File: src/rtl/res_mem_arbiter.sv
// Round-robin arbiter serializing one writer and one reader onto a single-port result memory.
// Optional build macro RES_ARB_UNSWAP_EN: undo the memory's byte reversal on read capture.
module res_mem_arbiter #(
    parameter int ADDR_W = 7,
    parameter int DATA_W = 32
) (
    input  logic              clk,
    input  logic              rst,
    input  logic              wrReq,
    input  logic [ADDR_W-1:0] wrAddr,
    input  logic [DATA_W-1:0] wrData,
    output logic              wrGnt,
    input  logic              rdReq,
    input  logic [ADDR_W-1:0] rdAddr,
    output logic              rdValid,
    output logic [DATA_W-1:0] rdData,
    output logic              memREn,
    output logic              memWEn,
    output logic [31:0]       memAddr,
    output logic [DATA_W-1:0] memDataIn,
    input  logic [DATA_W-1:0] memDataOut
);

    typedef enum logic [1:0] {IDLE, WRITE, READ, RESP} state_t;
    typedef enum logic {GNT_WR, GNT_RD} gnt_t;

    state_t            state_q;
    gnt_t              lastGnt_q;
    logic              wrGnt_q;
    logic              rdValid_q;
    logic [DATA_W-1:0] rdData_q;
    logic              memREn_q;
    logic              memWEn_q;
    logic [31:0]       memAddr_q;
    logic [DATA_W-1:0] memDataIn_q;

    logic              pick_wr_d;
    logic              pick_rd_d;
    logic [DATA_W-1:0] capture_d;

    // On a tie the side not granted last wins.
    always_comb begin
        pick_wr_d = wrReq && (!rdReq || (lastGnt_q == GNT_RD));
        pick_rd_d = rdReq && !pick_wr_d;
    end

    always_comb begin
        capture_d = memDataOut;
`ifdef RES_ARB_UNSWAP_EN
        for (int unsigned b = 0; b < DATA_W / 8; b++) begin
            capture_d[8*b +: 8] = memDataOut[(DATA_W - 8 - 8*b) +: 8];
        end
`endif
    end

    always_ff @(posedge clk) begin
        if (rst) begin
            state_q     <= IDLE;
            lastGnt_q   <= GNT_RD;
            wrGnt_q     <= 1'b0;
            rdValid_q   <= 1'b0;
            rdData_q    <= '0;
            memREn_q    <= 1'b0;
            memWEn_q    <= 1'b0;
            memAddr_q   <= '0;
            memDataIn_q <= '0;
        end else begin
            case (state_q)
                IDLE: begin
                    // Memory-side outputs are loaded here so they are valid for the whole access cycle.
                    if (pick_wr_d) begin
                        state_q     <= WRITE;
                        lastGnt_q   <= GNT_WR;
                        wrGnt_q     <= 1'b1;
                        memWEn_q    <= 1'b1;
                        memAddr_q   <= 32'(wrAddr);
                        memDataIn_q <= wrData;
                    end else if (pick_rd_d) begin
                        state_q   <= READ;
                        lastGnt_q <= GNT_RD;
                        memREn_q  <= 1'b1;
                        memAddr_q <= 32'(rdAddr);
                    end
                end
                WRITE: begin
                    state_q     <= IDLE;
                    wrGnt_q     <= 1'b0;
                    memWEn_q    <= 1'b0;
                    memAddr_q   <= '0;
                    memDataIn_q <= '0;
                end
                READ: begin
                    state_q   <= RESP;
                    rdData_q  <= capture_d;
                    rdValid_q <= 1'b1;
                    memREn_q  <= 1'b0;
                    memAddr_q <= '0;
                end
                RESP: begin
                    state_q   <= IDLE;
                    rdValid_q <= 1'b0;
                end
                default: state_q <= IDLE;
            endcase
        end
    end

    assign wrGnt     = wrGnt_q;
    assign rdValid   = rdValid_q;
    assign rdData    = rdData_q;
    assign memREn    = memREn_q;
    assign memWEn    = memWEn_q;
    assign memAddr   = memAddr_q;
    assign memDataIn = memDataIn_q;

endmodule

File: config.mk
export PLATFORM = sky130hd
export DESIGN_NAME = res_mem_arbiter
export DESIGN_NICKNAME = d
export VERILOG_FILES = /design/src/rtl/res_mem_arbiter.sv
export SDC_FILE = /design/constraint.sdc
export NUM_CORES = 1
export LEC_CHECK = 0
export ABC_CLOCK_PERIOD_IN_PS = 1800
export CAP_MARGIN = 40
export CORE_ASPECT_RATIO = 0.75
export CORE_MARGIN = 2
export CORE_UTILIZATION = 37
export CTS_CLUSTER_SIZE = 10
export DETAILED_ROUTE_END_ITERATION = 10
export HOLD_SLACK_MARGIN = 0.03
export PLACE_DENSITY_LB_ADDON = 0.2
export SLEW_MARGIN = 20
export SYNTH_ARGS = -nofsm -noshare
export SYNTH_HDL_FRONTEND = slang
export SYNTH_SLANG_ARGS = --single-unit
File: constraint.sdc
create_clock -name clk -period 1.8 [get_ports clk]
set_clock_uncertainty 0.1 [all_clocks]
set_input_delay 0.36 -clock clk [delete_from_list [all_inputs] [get_ports clk]]
set_output_delay 0.36 -clock clk [all_outputs]
set_load 0.1 [all_outputs]
==> summary.txt, run 1 <==
FILL cells - 551
Crit-path max FO - 8
DR WL/cell - 15.17 microns
Port bufs - 156
Number of global-route vias before repair - 2,663
Critical-path top delay cell - dfxtp_2
First-pass GRT wire length - 12,760 microns
Ports - 182
Vias post-DR - 2,516
Final period utilization - 95.61%
CTS buffer count - 9
Final Setup Violations - 0
Reg2Reg Depth - 7
Status - finished, final reports clean
CTS Buffer Depth - 2
CTS root buffer - clkbuf_8
CP Cell Sequence - inv_1 -> ha_1 -> nor2b_2 -> a311oi_4 -> buf_4 -> clkbuf_16 -> a22o_1
Type of origin of the critical path - flip-flop
Grt ovf - 0
Die height - 81.81 microns
Final min period - 1721 ps
Hold crit path type - flip-flop to flip-flop
Core ar. - 7848 sq um
Later-pin clock latency in the skew report - 330 ps
H-tree levels - 3
Register area share after synthesis - 51.61%
Hold path depth - 2
Peak Freq - 0.5811 GHz
WL final - 8266 microns
Starting Density - 38.06%
Post-synthesis cell type count - 32
Post-route ant nets - 0
Hpwl dp - 6280 microns
Area growth syn-to-layout - 90.83%
Number of buffers and inverters on the critical path - 3
Yosys warning count - 0
Rows - 28
WP data required - 1930 ps
Pre-CTS setup slack - -109.4 ps
WP depth - 7
Final TNS setup - 0 ps
Max_cap viols - 0
FF+latch area - 1544 sq um
Hold Fails Final Rpt - 0
Clock sink count - 77
Cell count after synthesis - 268
Clk slew on worst S/H paths - 80 ps
Routability congestion estimate from global placement - 0.7191
First-pass iteration count of the detailed router - 4
Initial antenna violation count - 0
Drt initial violations - 58
Final cell count without fillers - 545
Max stage delay on crit path - 350 ps
Synthesis-stage register bit count - 77
Commonest non-fill, non-tap cell in the layout - clkdlybuf4s50_1
Power Density - 1317 nW/um^2
Die Span X - 107.7 microns
TritonCTS clock tree - yes
Largest net degree at the start of global routing - 35
Die Area - 8814 sq um
Mean post-synth cell area - 11.14 sq um
Multi-input gate area - 1254 sq um
Post-synth top area share - 51.61%
Fin. max-slew vios - 0
Drc violations - 0
Tot GR Track Use - 18.75%
Yosys top cell by area - dfxtp_1
Cell family with most CP delay - buffers and inverters
Placed cell count - 526
Commonest non-fill, non-tap cells in the layout - clkdlybuf4s50_1, buf_12, dfxtp_1, nor2_1, mux2i_1
WS Path Type - flip-flop to flip-flop
Via density - 4.617
Critical Path AT - 1860 ps
Inserted Diodes - 0
Worst vdd ir - 0.7476 mV
Synth Cell Area - 2987 sq um
Area contributors post-synth - dfxtp_1, mux2i_1, a22o_1
Worst Slack Setup Final - 78.98 ps
Crit end category - flip-flop
Layout cell share with drive strength beyond 1 - 27.27%
Hold-fix buffers, CTS - 0
Nets - 523
P_leak - 2.319 nW
power breakdown:
group          internal, mW  total, mW  switching [mW]
Combinational          1.40       3.77            2.37
Clock                 0.916       1.54           0.627
Sequential             1.94       2.19           0.248
Total                  4.26       7.50            3.25
layer usage:
| layer | part of all wire (%) | global-route usage (%) |
|---|---|---|
| met5 | 0 | 0 |
| met2 | 49 | 32.52 |
| met4 | 0.53 | 4.615 |
| met3 | 11 | 9.921 |
| met1 | 39 | 20.43 |
state kept, by name, indices dropped and copies added (netlist names):
register / flops
rdValid: 1
memWEn: 1
memAddr: 7
memREn: 1
lastGnt_q: 1
state_q: 2
memDataIn: 32
rdData: 32
repair_timing:
action,4_1_cts,5_1_grt
gates resized for setup,0,3
buffers inserted,0,2
setup endpoints to repair,0,33
final timing paths:
kind         startpoint             to  slack [ps]
max          state_q[1]  memDataIn[18]          80
min reg2reg  state_q[1]     state_q[1]         410
max reg2reg  state_q[1]  memDataIn[18]          80
min          state_q[1]     state_q[1]         410
Yosys cell counts:
cell type,count
a211oi_1,1
a21boi_0,2
a21oi_1,3
a22o_1,32
a311o_1,1
a311oi_1,1
a311oi_2,1
a31oi_1,1
buf_1,1
buf_2,6
buf_4,28
buf_6,3
clkbuf_1,4
conb_1,1
dfxtp_1,77
ha_1,5
inv_1,2
mux2i_1,39
nand2_1,2
nand2_4,1
nand2b_1,1
nand2b_4,1
nor2_1,39
nor2b_1,2
nor3_1,1
nor3b_2,1
nor4b_4,1
o211ai_1,1
o21bai_1,1
o22a_1,1
o2bb2ai_1,7
or2_2,1
kinds of logic after synthesis:
family                     share of synthesized area (%)
AOI/OAI and AO/OA                                  14.83
adders and majority gates                          2.095
buffers and inverters                              10.05
DFF                                                51.61
muxes                                              13.07
other                                             0.1256
and+or+nand+nor                                    8.211
final cells by class:
class | count | share of cell area, %
Clock buffer | 9 | 2.173
Clock inverter | 6 | 1.976
Inverter | 2 | 0.1317
Multi-Input combinational cell | 171 | 22.00
Sequential cell | 77 | 27.09
Tap cell | 105 | 2.305
Timing Repair Buffer | 175 | 44.32
per-stage QoR:
stage               hold WS (ps)  instance area [sq um]  util [%]  power [mW]
floorplan                  369.2                   3078         -       4.579
global placement           390.6                   5405     68.88       5.912
detailed placement         398.8                   5405     68.88       5.964
CTS                        410.4                   5642     71.89       7.519
global route               421.0                   5699     72.62       7.802
finish                     405.7                   5699     72.62       7.504
worst reg2reg max path: stages (launching register included):
cell and delay (ps):
dfxtp_2 350, inv_1 110, ha_1 240, nor2b_2 210
a311oi_4 50, buf_4 170, clkbuf_16 150, a22o_1 230
Power figures use the tool's default switching activity.
==> run 2: changes to the inputs <==
--- a/config.mk
+++ b/config.mk
@@ -13,7 +13,7 @@
 export CTS_CLUSTER_SIZE = 10
 export DETAILED_ROUTE_END_ITERATION = 10
 export HOLD_SLACK_MARGIN = 0.03
-export PLACE_DENSITY_LB_ADDON = 0.2
+export PLACE_DENSITY = 0.8
 export SLEW_MARGIN = 20
 export SYNTH_ARGS = -nofsm -noshare
 export SYNTH_HDL_FRONTEND = slang
==> run 2 against run 1 <==
  * Final cell count up 0.18%
  * Total power down 3.0%
  * Sequential share of layout area up 0.13 points
==> summary.txt, run 2 (same netlist as run 1, synthesis figures left out) <==
FF+latch area - 1544 sq um
Largest net degree at the start of global routing - 35
Layout cell share with drive strength beyond 1 - 27.66%
Crit-path max FO - 16
Peak Freq - 0.5881 GHz
Die height - 81.81 microns
Via density - 4.714
Core ar. - 7848 sq um
FILL cells - 543
Hold_ws - 382.6 ps
Die Area - 8814 sq um
Die Span X - 107.7 microns
Power Density - 1282 nW/um^2
WS Path Type - flip-flop to flip-flop
Critical Path AT - 1840 ps
Final Util - 72.29%
First-pass GRT wire length - 13,030 microns
Fin. max-slew vios - 0
Crit end category - flip-flop
Vias post-DR - 2,574
Clk slew on worst S/H paths - 80 ps
Tot GR Track Use - 19.13%
Ports - 182
Worst vdd ir - 0.6964 mV
WP data required - 1940 ps
CTS Buffer Depth - 2
Drt initial violations - 84
TritonCTS clock tree - yes
WL final - 8704 microns
Area growth syn-to-layout - 89.95%
Pre-CTS setup slack - -186.8 ps
CTS root buffer - clkbuf_8
RSZ-0062 raised after global routing - no
Hold crit path type - flip-flop to flip-flop
Max_cap viols - 0
Clock sink count - 77
Worst Slack Setup Final - 99.54 ps
Starting Density - 38.06%
Rows - 28
Final min period - 1700 ps
Final period utilization - 94.47%
Type of origin of the critical path - flip-flop
P_leak - 2.295 nW
Commonest non-fill, non-tap cell in the layout - clkdlybuf4s50_1
H-tree levels - 3
Commonest non-fill, non-tap cells in the layout - clkdlybuf4s50_1, buf_12, dfxtp_1, nor2_1, mux2i_1
Inserted Diodes - 0
Port bufs - 156
Hpwl dp - 6585 microns
Later-pin clock latency in the skew report - 350 ps
Multi-input gate area - 1272 sq um
Status - finished, final reports clean
Hold Fails Final Rpt - 0
Nets - 523
Final TNS setup - 0 ps
Post-route ant nets - 0
Initial antenna violation count - 0
Grt ovf - 0
Drc violations - 0
Routability congestion estimate from global placement - 0.8278
DR WL/cell - 15.94 microns
First-pass iteration count of the detailed router - 4
CTS buffer count - 9
Number of global-route vias before repair - 2,698
Final Setup Violations - 0
run 2: cell count changes in the layout (fill, tap and decap cells not counted):
cell        change
inv_1           -1
nor3b_4         +1
clkinvlp_4      +2
clkbuf_1        +1
inv_2           +1
nor3b_2         -1
ha_4            +1
bufinv_16       -2
clkinv_4        -1
ha_1            -1
clkinv_2        +1
run 2: worst paths after layout:
check | startpoint | endpoint | slack, ps | cells after the start
worst max-delay path | state_q[1] | memDataIn[3] | 100 | 7
worst min-delay path | state_q[1] | state_q[1] | 380 | 2
worst max register to register | state_q[1] | memDataIn[3] | 100 | 7
worst min register to register | state_q[1] | state_q[1] | 380 | 2
run 2: where the power goes:
group / switching, mW / internal [mW] / total [mW]
clock network: 0.640 / 0.638 / 1.28
logic: 2.39 / 1.41 / 3.80
registers: 0.254 / 1.94 / 2.19
run 2: per-layer routing:
metal | share of wire (%) | vias to the layer above | GRT usage [%]
met3 | 11 | 10 | 9.206
met2 | 50 | 122 | 33.58
li1 | - | 1224 | -
met4 | 1.2 | 0 | 6.667
met5 | 0 | - | 0
met1 | 38 | 1218 | 20.33
run 2: repair_timing:
action                     4_1_cts  5_1_grt
setup endpoints to repair        4       39
gates cloned                     0        2
resized for setup                1        6
hold buffers                     0        0
pin swaps                        0        1
setup buffers                    0        2
run 2: worst max-delay path, stage by stage (launching register included):
cell and delay [ps]:
dfxtp_2 340, inv_1 140, ha_2 240, nor2b_2 190, a311oi_4 50, buf_4 150
buf_12 140, a22o_1 240
run 2: through the flow:
step                instances  power [mW]  area (sq um)
floorplan                 292       4.579          3078
finish                    546       7.275          5673
global route              546       7.539          5673
global placement          526       5.893          5405
CTS                       542       7.268          5599
detailed placement        526       5.968          5405
run 2: cell type report:
cell class	instances	area share (%)
Sequential cell	77	27.22
Clock inverter	6	1.125
Timing Repair Buffer	175	44.53
Clock buffer	10	2.250
Inverter	2	0.1323
Tap cell	105	2.316
Multi-Input combinational cell	171	22.43
==> run 3: changes to the inputs <==
--- a/config.mk
+++ b/config.mk
@@ -6,7 +6,7 @@
 export NUM_CORES = 1
 export LEC_CHECK = 0
 export ABC_CLOCK_PERIOD_IN_PS = 1800
-export CAP_MARGIN = 40
+export CAP_MARGIN = 30
 export CORE_ASPECT_RATIO = 0.75
 export CORE_MARGIN = 2
 export CORE_UTILIZATION = 37
==> results of run 3 <==
No change in the layout: final DEF, timing and power equal those of run 2.
